$ cat src/rtl/constants.sv
// Core-wide constants and small shared enums.
package constants;

  typedef enum logic [1:0] {
    IDLE,
    BUSY_I,
    BUSY_D
  } arb_state_type;

  localparam int STARVE_LIMIT_DEF = 4;

endpackage

$ cat src/rtl/wires.sv
// Shared memory-bus records used between the core stages and the bus adapter.
package wires;

  typedef struct packed {
    logic        mem_valid;
    logic        mem_fence;
    logic        mem_instr;
    logic [31:0] mem_addr;
    logic [31:0] mem_wdata;
    logic [3:0]  mem_wstrb;
  } mem_in_type;

  typedef struct packed {
    logic        mem_ready;
    logic [31:0] mem_rdata;
  } mem_out_type;

endpackage

$ cat src/rtl/mem_req_slot.sv
// One-entry request buffer: holds a request that could not be issued on arrival.
module mem_req_slot
  import wires::*;
(
  input  logic       clock,
  input  logic       reset,
  input  logic       capture,
  input  logic       clear,
  input  mem_in_type req,
  output logic       valid,
  output mem_in_type data
);

  always_ff @(posedge clock) begin
    if (!reset) begin
      valid <= 1'b0;
    end else if (clear) begin
      valid <= 1'b0;
    end else if (capture) begin
      valid <= 1'b1;
    end
  end

  // An occupied slot ignores new pulses so the original request is kept.
  always_ff @(posedge clock) begin
    if (capture && !valid) begin
      data <= req;
    end
  end

endmodule

$ cat src/rtl/mem_arbiter.sv
// Arbitrates the single memory bus between instruction fetch and the data port,
// one outstanding transaction, data-first with a starvation guard for fetch.
module mem_arbiter
  import wires::*;
  import constants::*;
#(
  parameter int STARVE_LIMIT = STARVE_LIMIT_DEF
) (
  input  logic        clock,
  input  logic        reset,
  input  mem_in_type  imem_in,
  output mem_out_type imem_out,
  input  mem_in_type  dmem_in,
  output mem_out_type dmem_out,
  output mem_in_type  bus_out,
  input  mem_out_type bus_in
);

  arb_state_type state;
  arb_state_type state_next;

  logic       ipend_valid;
  logic       dpend_valid;
  mem_in_type ipend_data;
  mem_in_type dpend_data;

  mem_in_type i_cand;
  mem_in_type d_cand;
  logic       i_cand_vld;
  logic       d_cand_vld;
  logic       can_issue;
  logic       i_issue;
  logic       d_issue;
  logic       i_capture;
  logic       d_capture;
  logic       starved;

  logic [3:0] starve_cnt;

  mem_req_slot u_islot (
    .clock   (clock),
    .reset   (reset),
    .capture (i_capture),
    .clear   (i_issue),
    .req     (imem_in),
    .valid   (ipend_valid),
    .data    (ipend_data)
  );

  mem_req_slot u_dslot (
    .clock   (clock),
    .reset   (reset),
    .capture (d_capture),
    .clear   (d_issue),
    .req     (dmem_in),
    .valid   (dpend_valid),
    .data    (dpend_data)
  );

  assign starved = (starve_cnt == 4'(STARVE_LIMIT));

  always_ff @(posedge clock) begin
    if (!reset) begin
      state <= IDLE;
    end else begin
      state <= state_next;
    end
  end

  // Issue happens in IDLE or in the response cycle, giving zero-cycle turnaround.
  always_comb begin
    i_cand     = ipend_valid ? ipend_data : imem_in;
    d_cand     = dpend_valid ? dpend_data : dmem_in;
    i_cand_vld = ipend_valid | imem_in.mem_valid;
    d_cand_vld = dpend_valid | dmem_in.mem_valid;
    can_issue  = reset & ((state == IDLE) | bus_in.mem_ready);
    i_issue    = can_issue & i_cand_vld & (~d_cand_vld | starved);
    d_issue    = can_issue & d_cand_vld & ~i_issue;
    bus_out    = '0;
    state_next = state;
    if (i_issue) begin
      bus_out           = i_cand;
      bus_out.mem_valid = 1'b1;
      state_next        = BUSY_I;
    end else if (d_issue) begin
      bus_out           = d_cand;
      bus_out.mem_valid = 1'b1;
      state_next        = BUSY_D;
    end else if (bus_in.mem_ready) begin
      state_next = IDLE;
    end
  end

  // A live request that is issued straight away never occupies its slot.
  assign i_capture = imem_in.mem_valid & ~(i_issue & ~ipend_valid);
  assign d_capture = dmem_in.mem_valid & ~(d_issue & ~dpend_valid);

  always_ff @(posedge clock) begin
    if (!reset) begin
      starve_cnt <= '0;
    end else if (i_issue) begin
      starve_cnt <= '0;
    end else if (d_issue && i_cand_vld && !starved) begin
      starve_cnt <= starve_cnt + 4'd1;
    end
  end

  always_comb begin
    imem_out.mem_ready = bus_in.mem_ready & (state == BUSY_I);
    imem_out.mem_rdata = bus_in.mem_rdata;
    dmem_out.mem_ready = bus_in.mem_ready & (state == BUSY_D);
    dmem_out.mem_rdata = bus_in.mem_rdata;
  end

endmodule

$ cat config.mk
export PLATFORM = sky130hd
export DESIGN_NAME = mem_arbiter
export DESIGN_NICKNAME = d
export VERILOG_FILES = /design/src/rtl/constants.sv /design/src/rtl/wires.sv /design/src/rtl/mem_req_slot.sv /design/src/rtl/mem_arbiter.sv
export SDC_FILE = /design/constraint.sdc
export NUM_CORES = 1
export LEC_CHECK = 0
export BUFFER_PORTS_ARGS = -buffer_cell sky130_fd_sc_hd__clkbuf_2
export CAP_MARGIN = 15
export CORE_UTILIZATION = 45
export CTS_CLUSTER_DIAMETER = 200
export DETAILED_ROUTE_END_ITERATION = 6
export PLACE_DENSITY = 0.82
export SKIP_LAST_GASP = 1
export SLEW_MARGIN = 20
export SYNTH_ARGS = -nofsm -noshare
export SYNTH_HDL_FRONTEND = slang
export SYNTH_SLANG_ARGS = --single-unit
$ cat constraint.sdc
create_clock -name clock -period 5.1 [get_ports clock]
set_clock_uncertainty 0.1 [all_clocks]
set_input_delay 0.255 -clock clock [delete_from_list [all_inputs] [get_ports clock]]
set_output_delay 0.255 -clock clock [all_outputs]
set_load 0.01 [all_outputs]
==> results of run 1 <==
[cells by family after synthesis]
kind of cell               after synthesis  synth area share (%)
muxes                                  210                 27.31
AOI/OAI and AO/OA                       17                 1.841
buffers and inverters                  107                 10.00
DFF                                    148                 54.42
and+or+nand+nor                         92                 6.117
adders and majority gates                2                0.3120
[cell type report]
| class | instances | area (um^2) |
|---|---|---|
| Fill cell | 1326 | 6589 |
| Sequential cell | 148 | 4372 |
| Inverter | 2 | 7.507 |
| Clock buffer | 18 | 429.2 |
| Tap cell | 225 | 281.5 |
| Timing Repair Buffer | 366 | 2555 |
| Multi-Input combinational cell | 321 | 2890 |
| Clock inverter | 14 | 232.7 |
[critical path: cells and delay by family (launching register included)]
| kind | cells | cell delay [ns] |
|---|---|---|
| flops | 1 | 0.96 |
| simple gates | 1 | 0.19 |
| mux | 1 | 0.24 |
| compound gates | 1 | 0.27 |
| buf+inv | 2 | 0.77 |
[power groups by stage]
stage          logic (mW)  clock network (mW)  registers, mW
5_1_grt             0.605                1.49           1.49
3_3_place_gp        0.461                   0           1.50
2_1_floorplan       0.381                   0           1.48
4_1_cts             0.555                1.44           1.48
6_report            0.560                1.41           1.48
3_5_place_dp        0.466                   0           1.51
[repair_timing]
action | CTS | global route
setup endpoints to repair | 0 | 0
hold endpoints to repair | 140 | 0
hold buffers | 140 | 0
[path summary, 6_finish.rpt]
kind                                     from  depth (start not counted)  slack (ns)          endpoint
worst max-delay path            u_dslot.valid                          5        1.82       bus_out[42]
worst min-delay path              imem_in[70]                          3         0.1     u_islot.valid
worst max register to register  u_dslot.valid                          5        2.11  u_islot.data[33]
worst min register to register  starve_cnt[3]                          2        0.40     starve_cnt[3]
[Yosys cell counts, types with 2 or more instances]
library cell,count
ha_1,2
buf_12,7
o22ai_1,2
buf_4,66
inv_1,2
nand2b_1,2
o21a_1,2
mux2_2,70
nor2b_1,2
nand2_1,5
dfxtp_1,8
nor2_1,4
nand3_1,71
mux2i_1,140
buf_2,25
a21boi_1,2
clkbuf_1,6
edfxtp_1,140
[cells in the final DEF (no fill, tap or decap), types with 2 or more instances in the layout]
cell type,n
buf_4,9
nand2_1,5
a21boi_1,2
bufinv_16,6
clkbuf_2,217
nand3_1,71
clkbuf_16,17
inv_1,2
dfxtp_1,6
o22ai_1,2
nor2_1,4
mux2_2,70
clkinv_1,2
clkinv_4,3
nand2b_1,2
ha_1,2
mux2i_1,140
nor2b_1,2
clkinv_2,2
dfxtp_4,2
dlygate4sd3_1,140
edfxtp_1,140
[state kept, by name, indices dropped and copies added (netlist names)]
| signal | flops |
|---|---|
| u_dslot.data | 70 |
| starve_cnt | 4 |
| u_islot.data | 70 |
| u_dslot.valid | 1 |
| u_islot.valid | 1 |
| state | 2 |
[layer usage]
layer  track usage (%)  vias to the layer above  wire, um  share of wire [%]
met1             24.74                     2743      7779                 40
li1                  -                     2682         -                  -
met2             38.18                      210     10040                 52
met5                 0                        -         0                  0
met4             7.553                        0       259                1.3
met3             5.574                       34      1145                6.0
==> summary.txt, run 1 <==
Pwr
  • Pwr Density: 320.4 mW/mm^2
  • Leak: 4.254 nW
  • Seq pwr share: 42.9%
  • Int Pwr: 2.637 mW
  • Worst VDD drop: 0.2247 mV
  • Clock power share: 40.9%
  • Logic pwr share: 16.2%
  • Post-layout power: 3.450 mW
  • Sw frac: 23.58%
  • P_sw: 0.8137 mW

STA
  • Worst slew margin: 35.49%
  • Hold slack final: 0.09511 ns
  • Worst slew pin tran: 0.9676 ns
  • Final hold vios: 0
  • Slew Viols, Final: 0
  • Final worst slack: 1.817 ns
  • Max frequency: 304.6 MHz
  • Min cycle time layout: 3.283 ns
  • Endpoints failing setup: 0
  • Final worst path period share: 64.38%
  • Setup TNS: 0 ns
  • Unrepaired setup endpoints after global routing: no

Global routing
  • GRT Total Usage: 21.43%
  • First-pass GRT wire length: 30260 um
  • Largest net degree at the start of global routing: 75
  • Vias in the first global route: 6048
  • Initial antenna violation count: 0
  • GR Overflow Total: 0

Layout
  • Post-route design area: 0.01077 mm^2
  • Inserted Diodes: 0
  • Post-route insts no fill: 1094
  • Share of cells above drive strength 1: 38.55%
  • Post-layout util: 62.04%
  • Nets: 1035
  • Area delta synth->final: 34.28%

Clock network
  • Later-pin clock latency in the skew report: 0.41 ns
  • Postcts setup bufs: 0
  • H-tree Lvls: 4
  • Num CTS Buffers: 17
  • CTS tree: done
  • Gates resized, CTS repair: 0
  • CTS clk-pin slew, worst paths: 0.06 ns
  • CTS sink cnt: 148
  • CTS max path bufs: 2
  • Root Buffer: clkbuf_16

Setup path
  • Arrival @ worst endpoint: 2.93 ns
  • Crit path capture type: primary output
  • Slowest cell on the critical path: dfxtp_4
  • Worst-path fanout max: 74
  • CP cell instances: o21a_2 > buf_4 > nand3_1 > mux2i_1 > clkbuf_2
  • Worst Path Required: 4.74 ns
  • Setup CP Type: register to primary output
  • Worst setup SP type: register
  • CP max stage delay: 0.96 ns

Die
  • Die ar.: 0.01836 mm^2
  • Initial core utilization: 46.20%
  • Die H: 135.5 um
  • Core Area: 0.01736 mm^2
  • Die W: 135.5 um
  • Std cell rows: 48
  • # IOs: 314

Drt
  • Overall routed net length: 19220 um
  • Drt pass-1 iters: 5
  • Final ANT Viol Nets: 0
  • DRC: 0
  • Via density: 5.182
  • DR vias: 5669
  • Routed WL per cell: 17.57 um
  • DRT iter0 DRCs: 270

Status
  • Outcome: complete, no violations

Placement
  • Area after DPL: 0.008705 mm^2
  • DP HPWL: 11130 um
  • Placed cell count: 922
  • PortBufs: 217
  • Post-Place Worst Slack: 2.057 ns
  • Placer Congestion: 0.7736

Flow run
  • MaxCap Viol Count: 0

Logic synthesis
  • Synth Flop Type: edfxtp_1
  • Area contributors post-synth: edfxtp_1, mux2i_1, mux2_2, buf_4, nand3_1
  • Syn Area/Cell: 13.92 um^2
  • Yosys warning count: 0
  • Seq/Total Area, Yosys: 54.42%
  • Post-synth EDFFs: 140
  • Post-synth ARST share: 0%
  • Post-Syn Area: 0.008019 mm^2
  • Flops & latches, synth: 148
  • Synth area leader: edfxtp_1
  • Mapped Nets: 755
  • Synthesized netlist cell count: 576
  • Distinct cells, synth: 38
  • Post-synth top area share: 52.43%

Worst hold path
  • Hold Crit Class: primary input to register
(Power assumes the default switching activity.)
==> run 2, diff against run 1 <==
- ABC_AREA: unset -> 1
- CORE_UTILIZATION: 45 -> 49
- PLACE_DENSITY: 0.82 -> 0.85
- clock period: 5.1 -> 3.1 ns (I/O delays scaled with it)
==> summary.txt, run 2 <==
Status
  • Outcome: complete, no violations

STA
  • Unrepaired setup endpoints after global routing: no
  • Slew Viols, Final: 0 (unchanged)
  • Setup TNS: 0 ns (unchanged)
  • Final hold vios: 0 (unchanged)
  • Hold slack final: 0.07224 ns (-0.02287 ns)
  • Max frequency: 364.9 MHz
  • Final worst slack: 0.3595 ns (-1.457 ns)
  • Min cycle time layout: 2.740 ns
  • Worst slew margin: 35.06% (-0.43 points)
  • Worst slew pin tran: 0.9741 ns (+0.006499 ns)
  • Final worst path period share: 88.40%
  • Endpoints failing setup: 0 (unchanged)

Die
  • Die ar.: 0.01628 mm^2 (-11%)
  • Initial core utilization: 50.47% (+4.3 points)
  • Std cell rows: 45 (-6.3%)
  • # IOs: 314 (unchanged)
  • Core Area: 0.01531 mm^2 (-12%)
  • Die W: 127.6 um (-5.8%)
  • Die H: 127.6 um (-5.8%)

Clock network
  • CTS max path bufs: 2 (unchanged)
  • CTS tree: done
  • Root Buffer: clkbuf_16
  • Num CTS Buffers: 17 (unchanged)
  • Later-pin clock latency in the skew report: 0.40 ns (about the same)
  • CTS clk-pin slew, worst paths: 0.06 ns (about the same)
  • H-tree Lvls: 4 (unchanged)
  • CTS sink cnt: 148 (unchanged)

Layout
  • Post-route insts no fill: 1313 (+20%)
  • Post-route design area: 0.01052 mm^2 (-2.3%)
  • Post-layout util: 68.72% (+6.7 points)
  • Share of cells above drive strength 1: 30.40% (-8.2 points)
  • Largest regs: u_dslot.data: 70 flops, u_islot.data: 70 flops, starve_cnt: 4 flops
  • Register area: 0.004369 mm^2 (about the same)
  • Nets: 1269 (+23%)
  • Most common cell after layout, fill and taps aside: nand2_1
  • Inserted Diodes: 0 (unchanged)
  • Most frequent cells in the layout: nand2_1, clkbuf_2, dlygate4sd3_1
  • Fillcell total: 1072 (-19%)
  • Area taken by multi-input logic gates: 0.002661 mm^2 (-7.9%)
  • Area delta synth->final: 36.14%

Setup path
  • Worst setup SP type: register
  • Worst setup path end: bus_out[60]
  • Critical R2R Capture: u_dslot.data[42]
  • Most used cell, CP: nand2_1
  • CP cell instances: inv_1 > ha_1 > nand3_1 > nand2_2 > inv_2 > nor2_8 > buf_6 > nand2_1 > nand2_1 > clkbuf_2
  • Worst Path Required: 2.84 ns (-1.90 ns)
  • Flop2flop setup slack: 0.81 ns (-1.30 ns)
  • Slowest cell on the critical path: buf_6
  • Setup CP Type: register to primary output
  • Crit path capture type: primary output
  • CP max stage delay: 0.48 ns (-0.48 ns)
  • Worst setup path start: starve_cnt[0]
  • Arrival @ worst endpoint: 2.49 ns (-0.44 ns)
  • Reg-to-Reg Start: starve_cnt[0]
  • Cells on worst reg2reg path: 7 (+2)
  • Worst-path fanout max: 70 (-5.4%)

Drt
  • DRC: 0 (unchanged)
  • Final ANT Viol Nets: 0 (unchanged)
  • DRT iter0 DRCs: 490 (+81%)
  • Drt pass-1 iters: 5 (unchanged)
  • Routed WL per cell: 16.73 um (-4.7%)
  • Overall routed net length: 21970 um (+14%)
  • DR vias: 6645 (+17%)
  • Via density: 5.061 (-2.3%)

Logic synthesis
  • Synthesized netlist cell count: 803 (+39%)
  • Post-synth EDFFs: 140 (unchanged)
  • Mapped Nets: 982 (+30%)
  • Post-synth ARST share: 0% (unchanged)
  • Post-synth top area share: 54.39% (+2.0 points)
  • Post-Syn Area: 0.007730 mm^2 (-3.6%)
  • Yosys warning count: 0 (unchanged)
  • Syn Area/Cell: 9.626 um^2 (-31%)
  • Distinct cells, synth: 25 (-34%)
  • Synth area leader: edfxtp_1
  • Flops & latches, synth: 148 (unchanged)
  • Count leader, synth: nand2_1
  • Area contributors post-synth: edfxtp_1, nand2_1, mux2_2, buf_4, dfxtp_1
  • Seq/Total Area, Yosys: 56.46% (+2.0 points)
  • Synth Flop Type: edfxtp_1
  • Most common library cells after synthesis: nand2_1, edfxtp_1, buf_4

Global routing
  • First-pass GRT wire length: 34060 um (+13%)
  • GR Overflow Total: 0 (unchanged)
  • Initial antenna violation count: 1 (+1)
  • Largest net degree at the start of global routing: 72 (-4.0%)
  • GRT Total Usage: 27.30% (+5.9 points)
  • Vias in the first global route: 6971 (+15%)

Pwr
  • Leak: 4.882 nW (+15%)
  • Worst VDD drop: 0.3251 mV (+45%)
  • Pwr Density: 506.0 mW/mm^2 (+58%)
  • Post-layout power: 5.325 mW (+54%)

Placement
  • Post-Place Worst Slack: 0.7302 ns (-1.327 ns)
  • Placer Congestion: 0.8785 (+14%)
  • PortBufs: 217 (unchanged)
  • DP HPWL: 12270 um (+10%)
  • Area after DPL: 0.008541 mm^2 (-1.9%)
  • Placed cell count: 1139 (+24%)

Worst hold path
  • Hold Crit Class: primary input to register
  • Hold path start: dmem_in[70]

Flow run
  • MaxCap Viol Count: 0 (unchanged)
-- run 2: worst min-delay path by stage --
stage,slack [ns],end,cells after the start
after CTS,0.04,u_dslot.valid,5
final,0.07,u_dslot.valid,5
after global routing,0.09,u_dslot.valid,5
after detailed placement,0.21,dmem_out[5],0
after global placement,0.21,dmem_out[5],0
after floorplan,0.15,u_dslot.data[0],0
-- run 2: final cells by class --
class | count | area share, %
clock inverters | 12 | 1.094
repair buffers | 369 | 24.96
well taps | 211 | 2.509
clock buffers | 19 | 4.114
flip-flops and latches | 148 | 41.52
inverters | 14 | 0.5231
multi-input cells | 540 | 25.29
-- run 2: routing by layer --
metal | track usage (%) | vias to the layer above | wire (um)
met4 | 16.96 | 2 | 981
met3 | 7.203 | 88 | 1621
met2 | 45.52 | 345 | 10940
li1 | - | 3129 | -
met5 | 0 | - | 13
met1 | 31.48 | 3081 | 8411
-- run 2: power breakdown --
group	switching [mW]	leakage (nW)	internal (mW)
combinational	0.554	3.23	0.444
clock	0.772	0.265	1.17
sequential	0.0380	1.39	2.35
-- run 2: worst max-delay path: cells and delay by family (launching register included) --
kind | cells | cell delay, ns
adders and majority gates | 1 | 0.15
buffers and inverters | 4 | 0.80
and+or+nand+nor | 5 | 0.75
DFF | 1 | 0.34
-- run 2: repair_timing --
item                       4_1_cts  5_1_grt
setup endpoints to repair        0        2
gates resized for setup          0        1
buffers inserted                 0        0
hold endpoints to repair       144        0
hold buffers                   143        0
-- run 2: logic make-up (layout without fill, tap and decap cells) --
| group | count (synthesis) | count (layout) | synth area share, % |
|---|---|---|---|
| adder cells (fa/ha/maj) | 2 | 2 | 0.3237 |
| flip-flops | 148 | 148 | 56.46 |
| buffers and inverters | 115 | 414 | 9.210 |
| XOR/XNOR | 1 | 1 | 0.1133 |
| AND/OR/NAND/NOR | 457 | 457 | 22.94 |
| AO/OA/AOI/OAI | 10 | 10 | 0.7607 |
| multiplexers | 70 | 70 | 10.20 |
